**src/rtl/rou_table_loader_pkg.sv**
```systemverilog
// Shared FHE constants, loader state encoding and table geometry helpers
// for the root-of-unity table loader.
package rou_table_loader_pkg;

    localparam int unsigned FHE_MAX_LEN = 2048;

    typedef enum logic [1:0] {
        ST_IDLE = 2'd0,
        ST_LOAD = 2'd1,
        ST_DONE = 2'd2
    } state_e;

    function automatic int unsigned calc_addr_w(input int unsigned max_len);
        return $clog2(max_len);
    endfunction

    // One extra code beyond the ROU stages selects the IROU table.
    function automatic int unsigned calc_sel_w(input int unsigned stages);
        return $clog2(stages + 1);
    endfunction

    localparam int unsigned FHE_STAGES = calc_addr_w(FHE_MAX_LEN);

    // ROU stage s holds 2^s twiddles; the IROU table holds a full MAX_LEN.
    function automatic int unsigned table_depth(input int unsigned tbl,
                                                input int unsigned stages,
                                                input int unsigned max_len);
        return (tbl < stages) ? (32'd1 << tbl) : max_len;
    endfunction

endpackage

```
**src/rtl/rou_table_loader.sv**
```systemverilog
// Streams twiddle words into the per-stage ROU tables and the IROU table
// through one registered write port shared by all tables.
module rou_table_loader
    import rou_table_loader_pkg::*;
#(
    parameter int unsigned MAX_LEN = FHE_MAX_LEN,
    parameter int unsigned STAGES  = $clog2(MAX_LEN),
    parameter int unsigned DATA_W  = 64,
    localparam int unsigned ADDR_W = calc_addr_w(MAX_LEN),
    localparam int unsigned SEL_W  = calc_sel_w(STAGES)
) (
    input  logic              aclk,
    input  logic              areset,
    input  logic              cfg_start,
    input  logic              cfg_all,
    input  logic [SEL_W-1:0]  cfg_sel,
    input  logic              cfg_abort,
    input  logic              s_valid,
    output logic              s_ready,
    input  logic [DATA_W-1:0] s_data,
    output logic [STAGES-1:0] rou_we,
    output logic              irou_we,
    output logic [ADDR_W-1:0] wr_addr,
    output logic [DATA_W-1:0] wr_din,
    output logic              busy,
    output logic              done,
    output logic              err
);

    state_e            state_q;
    logic [SEL_W-1:0]  tbl_q;
    logic [ADDR_W-1:0] addr_q;
    logic              all_q;

    logic              accept;
    logic              last_entry;
    logic              tbl_is_irou;

    assign s_ready     = (state_q == ST_LOAD);
    assign busy        = (state_q == ST_LOAD);
    assign done        = (state_q == ST_DONE);
    assign accept      = s_valid && (state_q == ST_LOAD);
    assign tbl_is_irou = (tbl_q == SEL_W'(STAGES));
    assign last_entry  = (addr_q == ADDR_W'(table_depth(32'(tbl_q), STAGES, MAX_LEN) - 1));

    always_ff @(posedge aclk or posedge areset) begin
        if (areset) begin
            state_q <= ST_IDLE;
            tbl_q   <= '0;
            addr_q  <= '0;
            all_q   <= 1'b0;
            rou_we  <= '0;
            irou_we <= 1'b0;
            wr_addr <= '0;
            wr_din  <= '0;
            err     <= 1'b0;
        end else begin
            err <= 1'b0;

            // Write stage sees the table/address as they were when the word was accepted.
            for (int unsigned s = 0; s < STAGES; s++) begin
                rou_we[s] <= accept && (tbl_q == SEL_W'(s));
            end
            irou_we <= accept && tbl_is_irou;
            if (accept) begin
                wr_addr <= addr_q;
                wr_din  <= s_data;
            end

            case (state_q)
                ST_IDLE: begin
                    if (cfg_start) begin
                        if (cfg_all) begin
                            state_q <= ST_LOAD;
                            tbl_q   <= '0;
                            addr_q  <= '0;
                            all_q   <= 1'b1;
                        end else if (cfg_sel <= SEL_W'(STAGES)) begin
                            state_q <= ST_LOAD;
                            tbl_q   <= cfg_sel;
                            addr_q  <= '0;
                            all_q   <= 1'b0;
                        end else begin
                            err <= 1'b1;
                        end
                    end
                end
                ST_LOAD: begin
                    if (cfg_abort) begin
                        state_q <= ST_IDLE;
                        tbl_q   <= '0;
                        addr_q  <= '0;
                        err     <= 1'b1;
                    end else if (accept) begin
                        if (last_entry) begin
                            addr_q <= '0;
                            if (all_q && !tbl_is_irou) begin
                                tbl_q <= tbl_q + SEL_W'(1);
                            end else begin
                                tbl_q   <= '0;
                                state_q <= ST_DONE;
                            end
                        end else begin
                            addr_q <= addr_q + ADDR_W'(1);
                        end
                    end
                end
                ST_DONE: begin
                    state_q <= ST_IDLE;
                end
                default: begin
                    state_q <= ST_IDLE;
                end
            endcase
        end
    end

endmodule

```
**config.mk**
```make
export PLATFORM = sky130hd
export DESIGN_NAME = rou_table_loader
export DESIGN_NICKNAME = d
export VERILOG_FILES = /design/src/rtl/rou_table_loader_pkg.sv /design/src/rtl/rou_table_loader.sv
export SDC_FILE = /design/constraint.sdc
export NUM_CORES = 1
export LEC_CHECK = 0
export BUFFER_PORTS_ARGS = -buffer_cell sky130_fd_sc_hd__buf_2
export CELL_PAD_IN_SITES_DETAIL_PLACEMENT = 1
export CELL_PAD_IN_SITES_GLOBAL_PLACEMENT = 2
export CORE_ASPECT_RATIO = 0.6
export CORE_MARGIN = 2
export CORE_UTILIZATION = 26
export DETAILED_ROUTE_END_ITERATION = 12
export GPL_TIMING_DRIVEN = 0
export PLACE_DENSITY_LB_ADDON = 0.1
export SLEW_MARGIN = 20
export SYNTH_ARGS = -nofsm -noshare
export SYNTH_HDL_FRONTEND = slang
export SYNTH_SLANG_ARGS = --single-unit
```
**constraint.sdc**
```tcl
create_clock -name aclk -period 3 [get_ports aclk]
set_input_delay 0.3 -clock aclk [delete_from_list [all_inputs] [get_ports aclk]]
set_output_delay 0.3 -clock aclk [all_outputs]
set_load 0.005 [all_outputs]
```
; Word level (Yosys, flattened, before mapping)
; Cells that the tools add are included.
[op_classes]
shift = 1
reduce_logical = 23
mux = 31
eq_ne = 19
n_addsub = 3
magnitude_cmp = 2
[ops]
columns = op, count
row1 = 11-bit two-way mux, 7
row2 = 4-bit two-way mux, 7
row3 = 11-bit one-hot mux with 2 select lines, 1
row4 = "4-bit by 3-bit == test with 1-bit output, second input constant", 4
row5 = "4-bit == test, second input constant", 4
row6 = 1-bit logical AND, 14
row7 = 2-bit two-way mux, 7
row8 = "11-bit by 1-bit adder with 11-bit output, second input constant", 1
row9 = 11-bit == test, 1
row10 = "1-bit by 4-bit << shifter with 11-bit output, first input constant", 1
row11 = "11-bit by 1-bit subtractor with 11-bit output, second input constant", 1
row12 = 5-bit AND reduction, 2
row13 = "4-bit by 2-bit == test with 1-bit output, second input constant", 2
row14 = 4-bit one-hot mux with 2 select lines, 1
row15 = 1-bit two-way mux, 6
row16 = "3-bit by 2-bit inequality test with 1-bit output, second input constant", 2
row17 = "3-bit inequality test, second input constant", 2
row18 = "4-bit by 1-bit adder with 4-bit output, second input constant", 1
row19 = "4-bit by 1-bit == test with 1-bit output, second input constant", 1
row20 = "4-bit less-or-equal comparator, second input constant", 1
row21 = 4-bit zero test, 1
row22 = "4-bit less-than comparator, second input constant", 1
row23 = 2-bit one-hot mux with 2 select lines, 1
row24 = 4-bit AND reduction, 1
row25 = other kinds (8), 9
[totals]
in_bits = 74
reg_bits = 106
wordCells = 88

; Logic depth before layout (Yosys ltp)
; Gate-level depths: netlist (run 1).
[depth]
depth_word = 8
ltp_mapped = 13

; Worst setup path before layout (run 1)
; No wires, ideal clock.
[synth_timing]
kind = register -> register
from = register tbl_q[0]
to = register addr_q[5]
path_stages_with_launch = 14
setup_slack_ps = -288
required_time_ps = 2896
arrival_ps = 3185
n_path_buf = 1
synth_period_minus_slack_ps = 3288
cell_sequence = dfrtp_1 -> inv_1 -> ha_1 -> buf_2 -> or3b_1 -> ha_1 -> nor2b_1 -> a22oi_1 -> o21ai_0 -> a21oi_2 -> and4b_1 -> a21oi_4 -> nand2_2 -> o311ai_1
[synth_between]
elab_chain_len = 8
word_cells_on_any_way = 9
cone_classes = 1 x add/sub / 1 x order compare / 1 x eq/ne / 1 x shift / 5 x mux
[synth_rtl]
columns = item, line
row1 = from (decl), rou_table_loader.sv:31  ; logic [SEL_W-1:0] tbl_q;
row2 = from (signal assigned), rou_table_loader.sv:80  ; tbl_q <= cfg_sel;
row3 = from (signal assigned), rou_table_loader.sv:98  ; tbl_q <= tbl_q + SEL_W'(1);
row4 = 4-bit less-than comparator or 1-bit by 4-bit << shifter with 11-bit output (tied branches), rou_table_loader_pkg.sv:28  ; return (tbl < stages) ? (32'd1 << tbl) : max_len;
row5 = 11-bit two-way mux (*), rou_table_loader_pkg.sv:28
row6 = 11-bit by 1-bit subtractor with 11-bit output (*), rou_table_loader.sv:44  ; assign last_entry = (addr_q == ADDR_W'(table_depth(32'(tbl_q), STAGES, MAX_LEN) - 1));
row7 = 11-bit == test (*), rou_table_loader.sv:44
row8 = 11-bit two-way mux (*), rou_table_loader.sv:95  ; if (last_entry) begin
row9 = 11-bit two-way mux (*), rou_table_loader.sv:94  ; end else if (accept) begin
row10 = 11-bit two-way mux (*), rou_table_loader.sv:89  ; if (cfg_abort) begin
row11 = 11-bit one-hot mux with 2 select lines (*), rou_table_loader.sv:70  ; case (state_q)
row12 = to (signal assigned), rou_table_loader.sv:104  ; addr_q <= addr_q + ADDR_W'(1);
row13 = to (decl), rou_table_loader.sv:32  ; logic [ADDR_W-1:0] addr_q;
; Every way passes the cells marked *; elsewhere a longest branch is shown, timed or not. The select of a mux whose other input is x is not followed.
; A chain may end at the register's enable or synchronous reset.

; Final worst setup path (run 1)
[layout_timing]
from = register tbl_q[0]
to = register addr_q[6]
; Same word-level chain as after synthesis.

==> results of run 1 <==
## placed cells by master, fill, tap and decap left out, drive strengths merged, types with 3 or more instances in the layout
cell type | netlist | routed
o311ai | 7 | 7
xnor2 | 6 | 6
nand2b | 9 | 9
or3 | 5 | 5
nand4 | 3 | 3
clkbuf | 20 | 30
nor3b | 4 | 4
a21oi | 10 | 10
nor2 | 13 | 13
buf | 8 | 203
and3 | 5 | 5
and2 | 9 | 9
mux2 | 3 | 3
ha | 8 | 8
nand2 | 240 | 240
inv | 12 | 13
dfrtp | 106 | 106
nor3 | 5 | 5
o21ai | 21 | 21
xor2 | 4 | 4
nand3 | 15 | 15
nor2b | 4 | 4
## per-stage QoR
stage | hold WS (ns) | power [mW]
CTS | 0.118 | 6.46
finish | 0.138 | 6.46
global placement | 0.452 | 4.77
global route | 0.122 | 6.95
floorplan | 0.405 | 3.82
detailed placement | 0.316 | 4.87
## routing by layer
metal | up-vias | share of wire (%)
met1 | 2218 | 52
met2 | 127 | 41
met3 | 9 | 5.6
met4 | 0 | 0.92
met5 | - | 0
li1 | 2216 | -
## tightest hold or removal path: cells and delay by family
kind / cells / cell delay [ns]
buf+inv: 1 / 0.08
simple gates: 2 / 0.08
## registers in the layout, summed over array words and instances (netlist names)
name,cells
tbl_q,4
addr_q,11
wr_addr,11
rou_we,11
err,1
wr_din,64
irou_we,1
state_q,2
all_q,1
## power by group
group	switching, mW	leakage, nW	total, mW	internal, mW
Sequential	0.268	1.36	2.12	1.85
Combinational	1.72	2.08	3.22	1.50
Clock	0.550	0.129	1.12	0.566
Total	2.54	3.56	6.46	3.92
## cells by family (layout without fill, tap and decap cells)
kind of cell	after synthesis	in the layout
AOI/OAI and AO/OA	59	59
xor gates and xnor gates	10	10
adders and majority gates	8	8
buffers and inverters	40	251
DFF	106	106
muxes	5	5
other	0	1
and+or+nand+nor	325	325
## final cells by class
cell class / instances / area [µm²] / share of cell area [%]
diodes: 1 / 2.50 / 0.0366
multi-input cells: 407 / 2280 / 33.3
clock inverters: 5 / 38.8 / 0.567
plain buffers: 28 / 138 / 2.01
well taps: 240 / 300 / 4.39
flip-flops and latches: 106 / 2660 / 38.9
repair buffers: 196 / 1140 / 16.7
inverters: 12 / 51.3 / 0.751
clock buffers: 10 / 229 / 3.35
## worst max path at each step
stage | to | slack (ns) | cells after the start | from
6_report | addr_q[6] | -0.16 | 14 | tbl_q[0]
3_5_place_dp | tbl_q[3] | -0.53 | 13 | tbl_q[3]
2_1_floorplan | tbl_q[1] | -0.009 | 12 | tbl_q[0]
4_1_cts | tbl_q[1] | -0.12 | 12 | tbl_q[0]
3_3_place_gp | tbl_q[3] | -0.50 | 13 | tbl_q[3]
5_1_grt | addr_q[5] | -0.28 | 14 | tbl_q[0]
## what timing repair did
item                                    CTS  global route
pin swaps                                18             3
resized for setup                        27             5
setup buffers                            22             4
cloned                                    1             0
endpoints found under the setup margin   17            17
hold buffers                              1             0
endpoints found under the hold margin    11             0
==> flow_summary.ini, run 1 <==
[grt]
grt_util_met3_pct = 3.83
grt_usage_pct = 16.5
grt_pass1_vias = 4716
globalRouteMet2Util_pct = 24.0
grt_util_met1_pct = 24.6
globalRouteOverflowTotal = 0
grt_pass1_wl_mm = 26.1
antenna_found_initial = 0
busiest_layer = met1
grt_max_degree = 33

[setup_path]
start_kind = flip-flop
critical_path_arrival_ns = 3.37
cp_slowest_cell = dfrtp_2
endpoint_kind = flip-flop
worstPathMaxFanout = 4
path_buf_inv = 3
cpMostUsedCell = ha_4
rr_endpoint = addr_q[6]
reg2reg_slack_ns = -0.16
cp_top_family = simple AND/OR/NAND/NOR gates
critPathKind = reg2reg
path_cells = inv_4 -> ha_4 -> buf_6 -> or3b_4 -> ha_4 -> nor2b_4 -> a32o_1 -> or3_1 -> a21oi_2 -> and4b_2 -> a21oi_4 -> buf_4 -> nand3_1 -> o311ai_2
critical_path_required_ns = 3.21
crit_path_max_incr_delay_ns = 0.44
worstRegToRegCells = 14
timing.rr.start = tbl_q[0]

[detailed_routing]
drt-wirelength-per-cell_um = 16.2
drt_iter0_drc = 211
post_drt_via_cell_ratio = 4.55
wl_mm = 16.3
postRouteAntennaNets = 0
route.detailed.drc = 0
vias = 4570
dr.pass1.iters = 4

[sta]
min_period_over_period_pct = 105
hold_viol_final = 0
fin_ws_ns = -0.158
setup-tns-final_ns = -1.69
finalCriticalPeriod_ns = 3.16
tightest_slew_ns = 0.868
skew_ns = 0.00912
clock.fmax_ghz = 0.317
slew_viol_final = 0
max_slew_margin_pct = 41.7
setup_violations = 16
rsz0062_at_grt = true

[layout]
nets = 842
n_fill_cell = 2162
syn2layout_area_growth_pct = 38.9
fin_area_mm2 = 0.00684
fin_util_pct = 37.3
drive_gt1_share_pct = 34.8
layout.cells.non_filler = 1005

[run]
drv_cap = 0

[placement]
place_hpwl_mm = 12.1
place_ws_ns = -0.530
io_buffers = 164
place_area_mm2 = 0.00622
place_inst = 961
gp_congestion = 0.791

[worst_hold_path]
hold_path_depth = 3
min_from = s_data[18]
hold_class = in2reg
worstHoldEndpoint = wr_din[18]

[yosys]
synth_ff_type = dfrtp_1
synth_top_family_by_area = simple AND/OR/NAND/NOR gates
yosysSeqAreaShare_pct = 53.9
synth-simple-area-share_pct = 29.3
synthAdderAreaFrac_pct = 2.03
synth-seq-cells = 106
synth_compound_area_share_pct = 8.49
synth_most_common_cell = nand2_1
synth.top_cells.by_count = nand2_1 (239), dfrtp_1 (106), clkbuf_1 (20)
syn_nets = 635
synthTopCellsByArea = dfrtp_1 (54%), nand2_1 (18%), ha_1 (2.0%), clkbuf_1 (1.5%), nand3_1 (1.4%)
yosys.cell_types.count = 60
synthArstFlopShare_pct = 100
synth_cells = 553
synth_xor_area_share_pct = 1.78
synth.top_cell.area_share_pct = 53.9
syn_area_mm2 = 0.00492
synth_edf_count = 0
yosysWarnings = 0
synthMuxAreaShare_pct = 1.25
syn_avg_cell_area_um2 = 8.90
synth_top_cell_by_area = dfrtp_1

[power_and_ir_drop]
p_leak_nw = 3.56
p_per_area_mw_per_mm2 = 945
max-vdd-ir-drop_mv = 0.347

[clock_tree]
cts_tree = yes
cts-buffers-inserted = 9
clock-sinks = 106
insertion_delay_ns = 0.35
cts_max_level = 3
clockBufferDepth = 2
path_clk_slew_ns = 0.07
cts-root-buf = clkbuf_16

[floorplan]
core-area_mm2 = 0.0183
io_pins = 165
die_x_um = 182
initial_core_util_pct = 26.9
dieArea_mm2 = 0.0201
rows = 38
die_y_um = 111

[run_status]
violations = setup timing
outcome = finished with violations
Note: power is estimated with default switching activity, not from simulation.
==> run 2: changes to the inputs <==
GPL_TIMING_DRIVEN = default   (was 0)
RECOVER_POWER = 100   (was default)
==> run 2 against run 1 <==
The flow finishes with violations (capacitance limit, slew limit, setup timing); critical path depth fell by 1; non-clock buffer count fell by 14; worst hold slack got worse by 0.0074 ns; sequential power barely moved; clock skew rose by 0.0020 ns; first-iteration DRC count rose by 36%; count of clock-buffer cells in the layout did not move; global-route usage fell by 0.21 points; fmax rose by 3.9%; final cell count fell by 1.6%; largest power group unchanged; highest routed layer unchanged.
==> flow_summary.ini, run 2 (synthesis results as in run 1) <==
[detailed_routing]
wl_mm = 15.9
post_drt_via_cell_ratio = 4.55
postRouteAntennaNets = 0
drt-wirelength-per-cell_um = 16.1
vias = 4504
route.detailed.drc = 0
dr.pass1.iters = 4
drt_iter0_drc = 288

[setup_path]
crit_path_max_incr_delay_ns = 0.46
path_buf_inv = 2
critical_path_arrival_ns = 3.28
timing.rr.start = tbl_q[0]
path_cells = inv_4 -> ha_4 -> or3b_4 -> ha_4 -> nor2b_4 -> a32o_1 -> or3_4 -> a21oi_4 -> and4b_2 -> a21oi_4 -> buf_12 -> a21oi_2 -> o22ai_1
cp_num_cells = 13
cp-startpoint = tbl_q[0]
worstPathMaxFanout = 9
endpoint_kind = flip-flop
cp_top_family = simple AND/OR/NAND/NOR gates
cp_slowest_cell = dfrtp_2
critPathKind = reg2reg
worstRegToRegCells = 13
start_kind = flip-flop
critical_path_required_ns = 3.24

[clock_tree]
clock-sinks = 106
cts_max_level = 3
cts-buffers-inserted = 9
cts-root-buf = clkbuf_16
path_clk_slew_ns = 0.07
insertion_delay_ns = 0.35
cts_tree = yes
clockBufferDepth = 2

[layout]
top_register = wr_din
drive_gt1_share_pct = 28.4
layout_common_cells = nand2_1 (238), buf_2 (115), dfrtp_1 (103)
largest_register_ffs = 64
antenna_cells = 0
fin_util_pct = 36.3
final_common_cell = nand2_1
syn2layout_area_growth_pct = 35.0
nets = 828

[run_status]
violations = capacitance limit, slew limit, setup timing
outcome = finished with violations

[power_and_ir_drop]
max-vdd-ir-drop_mv = 0.320
combPwrFrac_pct = 49.1
switching_share_pct = 39.1
seq_power_share_pct = 33.6
power.internal_mw = 3.88
p_leak_nw = 3.36
p_per_area_mw_per_mm2 = 958
p_switching_mw = 2.49
power.share.clock_pct = 17.3

[placement]
gp_congestion = 0.797
place_hpwl_mm = 11.7
io_buffers = 164

[grt]
grt_pass1_vias = 4735
antenna_found_initial = 0
globalRouteOverflowTotal = 0
grt_pass1_wl_mm = 25.9
grt_max_degree = 67
grt_usage_pct = 16.3

[floorplan]
rows = 38
core-area_mm2 = 0.0183
die_y_um = 111
dieArea_mm2 = 0.0201
die_x_um = 182
initial_core_util_pct = 26.9
io_pins = 165

[worst_hold_path]
min_from = s_data[54]
hold_class = in2reg
hold_path_depth = 3

[sta]
hold_viol_final = 0
finalCriticalPeriod_ns = 3.04
max_slew_margin_pct = -0.749
rsz0062_at_grt = true
skew_ns = 0.0111
fin_ws_ns = -0.0398
tightest_slew_ns = 1.51
setup_violations = 7
clock.fmax_ghz = 0.329
hold-worst-slack_ns = 0.131
min_period_over_period_pct = 101
slew_viol_final = 35

[run]
drv_cap = 1
run 2: metal layers:
metal	vias up	GRT usage (%)	part of all wire, %
li1	2196	-	-
met1	2179	23.7	52
met2	120	23.9	41
met3	9	4.16	5.5
met4	0	4.39	1.1
met5	-	0	0
run 2: timing repair:
action	in CTS	in global routing
pin swaps	11	3
setup buffers	5	3
gates resized for setup	12	8
endpoints found under the setup margin	14	17
hold buffers	0	0
run 2: final timing paths:
check | to | slack (ns)
worst max register to register | addr_q[3] | -0.04
min in group asynchronous | wr_din[41] | 0.23
max in group asynchronous | wr_din[35] | 0.71
worst min register to register | wr_din[42] | 0.47
worst max-delay path | addr_q[3] | -0.04
worst min-delay path | wr_din[54] | 0.13
run 2: final cells by class:
| cell class | count | area [µm²] |
|---|---|---|
| Fill cell | 2212 | 11700 |
| Sequential cell | 106 | 2660 |
| Multi-Input combinational cell | 407 | 2250 |
| Timing Repair Buffer | 210 | 1130 |
| Tap cell | 240 | 300 |
| Clock buffer | 10 | 229 |
| Inverter | 12 | 48.8 |
| Clock inverter | 4 | 30.0 |
run 2: stage by stage:
step	area [µm²]	instances	setup WS, ns	total power, mW	setup TNS, ns
after global placement	6350	967	-0.0527	5.06	-0.138
after global routing	6650	989	-0.188	6.89	-2.23
final	6650	989	-0.0398	6.37	-0.144
after CTS	6690	986	-0.0474	6.41	-0.165
after floorplan	5000	553	-0.00928	3.82	-0.0186
after detailed placement	6350	967	-0.149	5.16	-1.18
run 2: worst min-delay path, stage by stage:
cell and delay, ns:
buf_2 0.07, nand2_1 0.04, nand2_1 0.04
run 2: power groups by stage:
stage	clock, mW	combinational, mW	sequential [mW]
floorplan	0	1.66	2.16
global placement	0	2.92	2.14
detailed placement	0	3.00	2.16
CTS	1.15	3.13	2.14
global route	1.21	3.48	2.21
finish	1.10	3.13	2.14
==> run 3: changes to the inputs <==
CORE_UTILIZATION = 29   (was 26)
REMOVE_ABC_BUFFERS = 1   (was default)
clock period = 3.1 ns   (was 3 ns; I/O delays follow)
==> run 3 against run 2 <==
The flow finishes with violations (capacitance limit, slew limit); first-iteration DRC count decreased by 17%; die area decreased by 10%; flip-flop and latch count unchanged; largest power group unchanged; critical path type unchanged; via count increased by 1.4%; largest cell class unchanged; critical endpoint is now tbl_q[3].
==> flow_summary.ini, run 3 (synthesis results as in run 1) <==
[run_status]
violations = capacitance limit, slew limit
outcome = finished with violations

[sta]
min_period_over_period_pct = 98.8
slew_viol_final = 49
hold_viol_final = 0
setup_violations = 0
finalCriticalPeriod_ns = 3.06
skew_ns = 0.00805
max_slew_margin_pct = -53.3
tightest_slew_ns = 2.29
rsz0062_at_grt = true
clock.fmax_ghz = 0.327
setup-tns-final_ns = 0

[setup_path]
start_kind = flip-flop
endpoint_kind = flip-flop
cpMostUsedCell = o21ai_2
critPathKind = reg2reg
crit_path_max_incr_delay_ns = 0.41
cp_slowest_cell = dfrtp_1
critical_path_required_ns = 3.34
worstPathMaxFanout = 8
path_cells = inv_2 -> ha_4 -> buf_6 -> buf_4 -> or2_2 -> o221ai_4 -> o21ai_2 -> o311ai_4 -> nand3_2 -> nor4b_4 -> o21ai_2 -> mux2_4
critical_path_arrival_ns = 3.30

[clock_tree]
cts-root-buf = clkbuf_16
cts_max_level = 3
clock-sinks = 106
cts-buffers-inserted = 9
clockBufferDepth = 2
path_clk_slew_ns = 0.08
cts_tree = yes
insertion_delay_ns = 0.36

[power_and_ir_drop]
max-vdd-ir-drop_mv = 0.384
p_leak_nw = 3.39
p_total_mw = 6.53
p_per_area_mw_per_mm2 = 964

[detailed_routing]
route.detailed.drc = 0
postRouteAntennaNets = 0
drt_iter0_drc = 239
drt-wirelength-per-cell_um = 16.8
dr.pass1.iters = 4
wl_mm = 16.5
vias = 4568
post_drt_via_cell_ratio = 4.64

[grt]
antenna_found_initial = 0
grt_pass1_vias = 4705
grt_usage_pct = 18.4
grt_max_degree = 49
grt_util_met3_pct = 4.66
grt_pass1_wl_mm = 25.6
globalRouteOverflowTotal = 0
globalRouteMet2Util_pct = 27.8
grt_util_met1_pct = 26.5
busiest_layer = met2

[floorplan]
core-area_mm2 = 0.0164
initial_core_util_pct = 30.0
io_pins = 165
rows = 36
die_y_um = 105
dieArea_mm2 = 0.0181
die_x_um = 172

[layout]
drive_gt1_share_pct = 28.6
top_register = wr_din
largest_register_ffs = 64
layout_common_cells = nand2_1 (239), dfrtp_1 (106), buf_2 (105)
final_common_cell = nand2_1
nets = 833
antenna_cells = 0
syn2layout_area_growth_pct = 37.6

[placement]
gp_congestion = 0.830
io_buffers = 164
place_hpwl_mm = 11.9

[worst_hold_path]
hold_class = in2reg

[run]
drv_cap = 1
## run 3: changes by cell type in the layout (fill, tap and decap cells not counted), sizes merged
cell / previous run / this run
clkinvlp: 2 / 1
buf: 156 / 151
inv: 12 / 14
clkinv: 2 / 3
bufinv: 0 / 1
dlymetal6s4s: 1 / 0
clkbuf: 63 / 73
## run 3: path summary, 6_finish.rpt
kind	from	endpoint	slack [ns]	depth (start not counted)
max in group asynchronous	areset	wr_din[39]	0.63	3
min	s_data[15]	wr_din[15]	0.14	3
max reg2reg	tbl_q[0]	tbl_q[3]	0.04	12
min in group asynchronous	areset	wr_din[31]	0.55	2
min reg2reg	wr_din[31]	wr_din[31]	0.47	2
max	tbl_q[0]	tbl_q[3]	0.04	12
## run 3: timing repair
item / in CTS / in global routing
hold buffers: 0 / 0
setup endpoints to repair: 13 / 17
buffers inserted: 7 / 5
cloned: 0 / 1
gates resized for setup: 23 / 24
pin swaps: 10 / 11
## run 3: layer usage
layer  share of wire (%)  vias up
li1                    -     2203
met1                  50     2225
met2                  43      128
met3                 6.3       12
met4                 1.0        0
met5                   0        -
## run 3: power by group
group          total [mW]  internal [mW]  switching (mW)
clock                1.22          0.643           0.572
sequential           2.05           1.79           0.261
combinational        3.26           1.52            1.75
## run 3: stage by stage
step	instances	util (%)	setup slack (ns)	hold slack, ns	area [µm²]
after floorplan	525	-	-0.182	0.415	4800
after global placement	955	38.0	0.0209	0.444	6230
after detailed placement	955	38.0	-0.154	0.455	6230
after CTS	978	40.9	-0.0311	0.0623	6710
after global routing	984	41.3	-0.0731	0.125	6770
final	984	41.3	0.0382	0.135	6770
## run 3: final cells by class
type,count,area [µm²]
Sequential cell,106,2650
Timing Repair Buffer,215,1140
Clock inverter,7,86.3
Tap cell,228,285
Fill cell,2013,9620
Clock buffer,9,225
Inverter,12,46.3
Multi-Input combinational cell,407,2330
## run 3: worst max-delay path: cells and delay by family, from the launching register on
family	cells	cell delay, ns
buffers and inverters	3	0.35
AO/OA/AOI/OAI	4	0.88
multiplexers	1	0.32
adder cells (fa/ha/maj)	1	0.16
flip-flops	1	0.41
AND/OR/NAND/NOR	3	0.83
